`src/rtl/uart_trans_core_pkg.sv`:
```
// Shared types and constants for the UART transmit core.
// Holds the frame state encoding, the default oversampling ratio and the idle line level.
package uart_trans_core_pkg;

    typedef enum logic [1:0] {
        IDLE,
        START,
        DATA,
        STOP
    } uart_state_e;

    localparam int unsigned OVERSAMPLE_DEFAULT = 16;
    localparam logic        IDLE_LEVEL         = 1'b1;

endpackage

```
`src/rtl/uart_trans_core.sv`:
```
// UART transmitter sending an auto-incrementing byte as 8N1 frames on a 16x sampling clock.
// ack advances to the next byte, resend repeats the current one; USB_RTS gates frame start.
module uart_trans_core
    import uart_trans_core_pkg::*;
#(
    parameter int unsigned OVERSAMPLE = OVERSAMPLE_DEFAULT
) (
    input  logic uart_sampling_clk,
    input  logic rst,
    input  logic ack,
    input  logic resend,
    input  logic USB_RTS,
    output logic USB_TX
);

    localparam logic [3:0] LastSample = 4'(OVERSAMPLE - 1);

    uart_state_e cs, ns;
    logic [7:0]  uart_byte, uart_byte_d;
    logic [2:0]  bit_count, bit_count_d;
    logic [3:0]  sample_cnt_q, sample_cnt_d;
    logic        tx_q, tx_d;
    logic        sample_last;

    assign sample_last = (sample_cnt_q == LastSample);

    always_comb begin
        ns           = cs;
        uart_byte_d  = uart_byte;
        bit_count_d  = bit_count;
        tx_d         = IDLE_LEVEL;
        sample_cnt_d = (cs == IDLE || sample_last) ? 4'd0 : sample_cnt_q + 4'd1;
        case (cs)
            IDLE: begin
                // ack takes priority over resend when both are high.
                if (!USB_RTS && (ack || resend)) begin
                    ns = START;
                    if (ack) begin
                        uart_byte_d = uart_byte + 8'd1;
                    end
                end
            end
            START: begin
                tx_d = 1'b0;
                if (sample_last) begin
                    ns          = DATA;
                    bit_count_d = 3'd0;
                end
            end
            DATA: begin
                tx_d = uart_byte[bit_count];
                if (sample_last) begin
                    if (bit_count == 3'd7) begin
                        ns = STOP;
                    end else begin
                        bit_count_d = bit_count + 3'd1;
                    end
                end
            end
            STOP: begin
                tx_d = IDLE_LEVEL;
                if (sample_last) begin
                    ns = IDLE;
                end
            end
            default: ns = IDLE;
        endcase
    end

    // The line level is registered from the current state, so it trails the state by one clock.
    always_ff @(posedge uart_sampling_clk or negedge rst) begin
        if (!rst) begin
            cs           <= IDLE;
            uart_byte    <= 8'h00;
            bit_count    <= 3'd0;
            sample_cnt_q <= 4'd0;
            tx_q         <= IDLE_LEVEL;
        end else begin
            cs           <= ns;
            uart_byte    <= uart_byte_d;
            bit_count    <= bit_count_d;
            sample_cnt_q <= sample_cnt_d;
            tx_q         <= tx_d;
        end
    end

    assign USB_TX = tx_q;

endmodule

```
`config.mk`:
```
export PLATFORM = sky130hd
export DESIGN_NAME = uart_trans_core
export DESIGN_NICKNAME = d
export VERILOG_FILES = /design/src/rtl/uart_trans_core_pkg.sv /design/src/rtl/uart_trans_core.sv
export SDC_FILE = /design/constraint.sdc
export NUM_CORES = 1
export LEC_CHECK = 0
export CAP_MARGIN = 20
export CORE_MARGIN = 3
export CORE_UTILIZATION = 54
export DETAILED_ROUTE_END_ITERATION = 6
export PLACE_DENSITY = 0.77
export SYNTH_ARGS = -nofsm -noshare
export SYNTH_HDL_FRONTEND = slang
export SYNTH_SLANG_ARGS = --single-unit
export TNS_END_PERCENT = 10
```
`constraint.sdc`:
```
create_clock -name uart_sampling_clk -period 3.1 [get_ports uart_sampling_clk]
set_input_delay 0.62 -clock uart_sampling_clk [delete_from_list [all_inputs] [get_ports uart_sampling_clk]]
set_output_delay 0.62 -clock uart_sampling_clk [all_outputs]
set_load 0.01 [all_outputs]
```
Yosys cells after proc, flatten, opt, wreduce, memory -nomap -nowiden
Cells that the tools add are included.

Flip-flop bits (word level): 18. Logic and storage cells: 43. Memories: 0. Input port bits: 5. Latch bits: 0. Bits in read-only memories: 0. Bits in writable memories: 0. Output and inout port bits: 1.

Reduce and logical (&&, ||, !) cells: 9. Add/subtract/negate cells: 3. Bitwise logic cells: 0. Multiplexer cells: 14. Shift operators: 0. Divide/modulo/power cells: 0. Multiply operators: 0. $lt $le $gt $ge: 1. Equality and inequality tests: 11.

Operators by type and width (number): $mux 2 (5); $ne 2x2->1 const B (5); $mux 3 (3); $add 8x1->8 const B (1); $pmux 2 s4 (1); $pmux 3 s2 (1); $reduce_and 5->1 (1); $add 4x1->4 const B (1); $eq 2x2->1 const B (2); $eq 4x4->1 const B (1); $lt 3x4->1 const B (1); $mux 4 (1); $reduce_and 4->1 (1); $add 3x1->3 const B (1); $bmux 1 s3 (1); $eq 3x3->1 const B (1); $reduce_and 3->1 (1); $eq 2x1->1 const B (1); $logic_not 2->1 (1); $logic_or 1x1->1 (2); $ne 2x1->1 const B (1); $pmux 1 s2 (1); $reduce_bool 2->1 (1); $logic_and 1x1->1 (1); 2 further kinds (2).

Logic depth before layout (Yosys ltp)
Word-level depth: 4. Mapped depth: 6. Mapped depth without buffers: 5.

Worst setup path after synthesis
OpenSTA, ideal clock, no wires.

Kind: register to register. Start point: reg cs[0]. End point: reg cs[1]. Buffers on the path: 1. Period minus slack after synthesis: 1.950 ns. Data arrival time: 1.823 ns. Stages on the path, launching flop included: 7. Path slack: 1.150 ns. Required time: 2.973 ns. Cells stage by stage: dfrtp_1 > inv_1 > ha_1 > buf_6 > or3_1 > a222oi_1 > mux2_1.

Word-level cells in the longest chain between the ends: 3. Elaborated cells on any way between the ends: 11. Classes of those cells: 8 x eq/ne; 1 x mux; 2 x reduce/logical.

RTL lines: from (decl) (line uart_trans_core.sv:18) `uart_state_e cs, ns;`; from (signal assigned) (line uart_trans_core.sv:79) `cs <= ns;`; $eq 2x2->1, or another cell as far along (line uart_trans_core.sv:33) `case (cs)`; $ne 2x2->1 (no line) / $ne 2x1->1 (equally long branches); $reduce_and 5->1 (no line).

Parallel ways exist; a longest one is shown, timed or not. A chain may end at the register's enable or synchronous reset.

Final worst setup path
Same ends and word-level chain as after synthesis.

==> impl_results.md <==
* Final Skew at 6.092 ps
* Switching share of power at 20.02%
* Hold WC Path Type: reg2reg
* CP max FO at 9
* Pwr per Cell Area at 360.3 mW/mm^2
* WP depth at 5
* Final Setup Violations at 0
* Post-synth cell types at 32
* DIE AREA at 0.002367 sq mm
* Final hold vios at 0
* Maximum clock rate at 0.4884 GHz
* Design Area, Final at 0.001080 sq mm
* First-pass iteration count of the detailed router at 4
* Buf/Inv on CP at 1
* Die H at 48.65 microns
* Avg Cell Area, Syn at 11.56 sq um
* Final period util at 66.05%
* Worst skew pair latency at 290 ps
* Post-cts sizing count at 0
* Most common cell after layout, fill and taps aside: dfrtp_1
* Setup WS post-layout at 1053 ps
* First-pass GRT wire length at 2.877 mm
* Dpl ws at 1060 ps
* Most frequent cells in the layout: dfrtp_1, ha_1, xnor2_1
* CTS buffer count at 3
* Least-Margin Pin Slew at 809.2 ps
* DRC viols at 0
* Gp weighted congestion at 0.7512
* Core area at 0.001612 sq mm
* Clock power frac at 37.0%
* Crit path DAT at 2230 ps
* CP startpoint kind: flip-flop
* Io pins at 6
* Critical path type: reg2reg
* RSZ-0062 raised after global routing: no
* Overall die width at 48.65 microns
* FF-to-FF path depth at 5
* H-Tree Depth at 1
* Post-synth EDFFs at 0
* Clock Tree Buf Depth at 2
* Initial DRC count at 30
* Vias in the first global route at 644
* Initial antenna violation count at 0
* Reg clk slew, reported paths at 110 ps
* Cell Chain, Critical Path: inv_1 -> ha_1 -> or3_1 -> a222oi_1 -> mux2_1
* Max-slew headroom at 45.88%
* LEAKAGE at 0.0005031 uW
* Antenna Violating Nets Remaining at 0
* Cell taking the most area after synthesis: dfrtp_1
* Final Critical Period at 2047 ps
* Nets at 105
* Num Clock Sinks at 18
* TritonCTS clock tree: built
* Setup TNS at 0 ps
* Outcome: finished, final reports clean
* Largest net degree at the start of global routing at 19
* Mapped Cells at 85
* Max Cap Violations at 0
* Share of layout cells above drive strength 1 at 9.890%
* Placed cell area at 0.001044 sq mm
* Synth warnings at 0
* Detail Placement HPWL at 1.139 mm
* Syn_nets at 98
* CP required at 3290 ps
* Switching power at 77.89 uW
* Seq/Total Area, Yosys at 45.99%
* Gate power share at 2.7%
* Cts hold-fix bufs at 0
* I/O Buffers at 5
* Post-Route WL at 1.573 mm
* Worst hold stages at 1
* Synth Cell Area at 982.2 sq um
* Post-synth top area share at 43.31%
* #FFs+latches synth at 18
* Crit-path leading delay family: flip-flops
* Remaining global-route overflow at 0
* Worst setup EP type: flip-flop
* Crit-path max cell delay at 410 ps
* Area grow syn2layout at 9.937%
* Ys flop type: dfrtp_1
* Critical path's slowest cell: dfrtp_1
* Vias per cell at 5.783
* CTS root buf: clkbuf_4
* Initial Utilization at 60.95%
* Asr flop ratio synth at 100.0%
* GRT Resource Usage Total at 15.39%
* Post-DR wirelength/cell at 13.68 microns
* VDD IR max at 0.2858 mV
* # diodes at 0
* Slew Viols, Final at 0
* Vias at 665
* Ranking of synthesized cells by area: dfrtp_1, ha_1, xnor2_1
* Setup Buffers After CTS at 0
* Reg power frac at 60.3%
* Power Internal at 311.2 uW
* Standard-cell rows at 14
kinds of logic after synthesis:
logic type / share of synthesized area, %
XOR/XNOR: 7.134
adder cells (fa/ha/maj): 10.19
flip-flops: 45.99
multiplexers: 8.025
buffers and inverters: 3.567
AND/OR/NAND/NOR: 13.63
AO/OA/AOI/OAI: 11.47
power by group through the flow:
stage / clock network, uW / logic (uW) / registers [uW]
after floorplan: 0 / 0.762 / 239
after global placement: 0 / 10.5 / 239
after detailed placement: 0 / 10.6 / 239
after CTS: 147 / 10.6 / 235
after global routing: 158 / 11.7 / 235
final: 144 / 10.4 / 235
cell usage after synthesis (2+ instances only):
master    instances
dfrtp_1          17
ha_1              8
xnor2_1           7
a22o_1            5
nand4_1           5
mux2_1            4
and3_1            3
inv_1             3
mux2_2            3
nand2_1           3
a21oi_1           2
clkbuf_1          2
nor2_1            2
nor3b_1           2
o21ai_0           2
state kept, by name, summed over array words and instances (netlist names):
signal,cells
USB_TX,1
sample_cnt_q,4
cs,2
bit_count,3
uart_byte,8
metal layers:
layer	routed length [microns]	GRT usage, %	up-vias
li1	-	-	326
met1	825	21.34	319
met2	665	23.08	18
met3	68	3.067	2
met4	12	7.109	0
met5	0	0	-
per-stage QoR:
stage          total power, uW  util (%)  instances  hold WS [ps]
6_report                 389.1     67.00        115         473.8
3_3_place_gp             249.7     64.75        111         455.7
2_1_floorplan            240.1         -         85         324.4
5_1_grt                  404.9     67.00        115         502.9
4_1_cts                  391.9     67.00        115         476.6
3_5_place_dp             249.8     64.75        111         462.0
area by class of cell:
| type | count | area [sq um] |
|---|---|---|
| Clock buffer | 4 | 36.28 |
| Fill cell | 143 | 531.8 |
| Inverter | 4 | 16.27 |
| Multi-Input combinational cell | 60 | 495.5 |
| Sequential cell | 18 | 451.7 |
| Tap cell | 24 | 30.03 |
| Timing Repair Buffer | 5 | 50.05 |
final timing paths:
kind | slack [ps] | from | endpoint
worst max-delay path | 1050 | cs[0] | cs[1]
worst min-delay path | 470 | uart_byte[7] | uart_byte[7]
worst max register to register | 1050 | cs[0] | cs[1]
worst min register to register | 470 | uart_byte[7] | uart_byte[7]
max in group asynchronous | 1810 | rst | sample_cnt_q[3]
min in group asynchronous | 780 | rst | uart_byte[6]
Note: power is estimated with default switching activity, not from simulation.
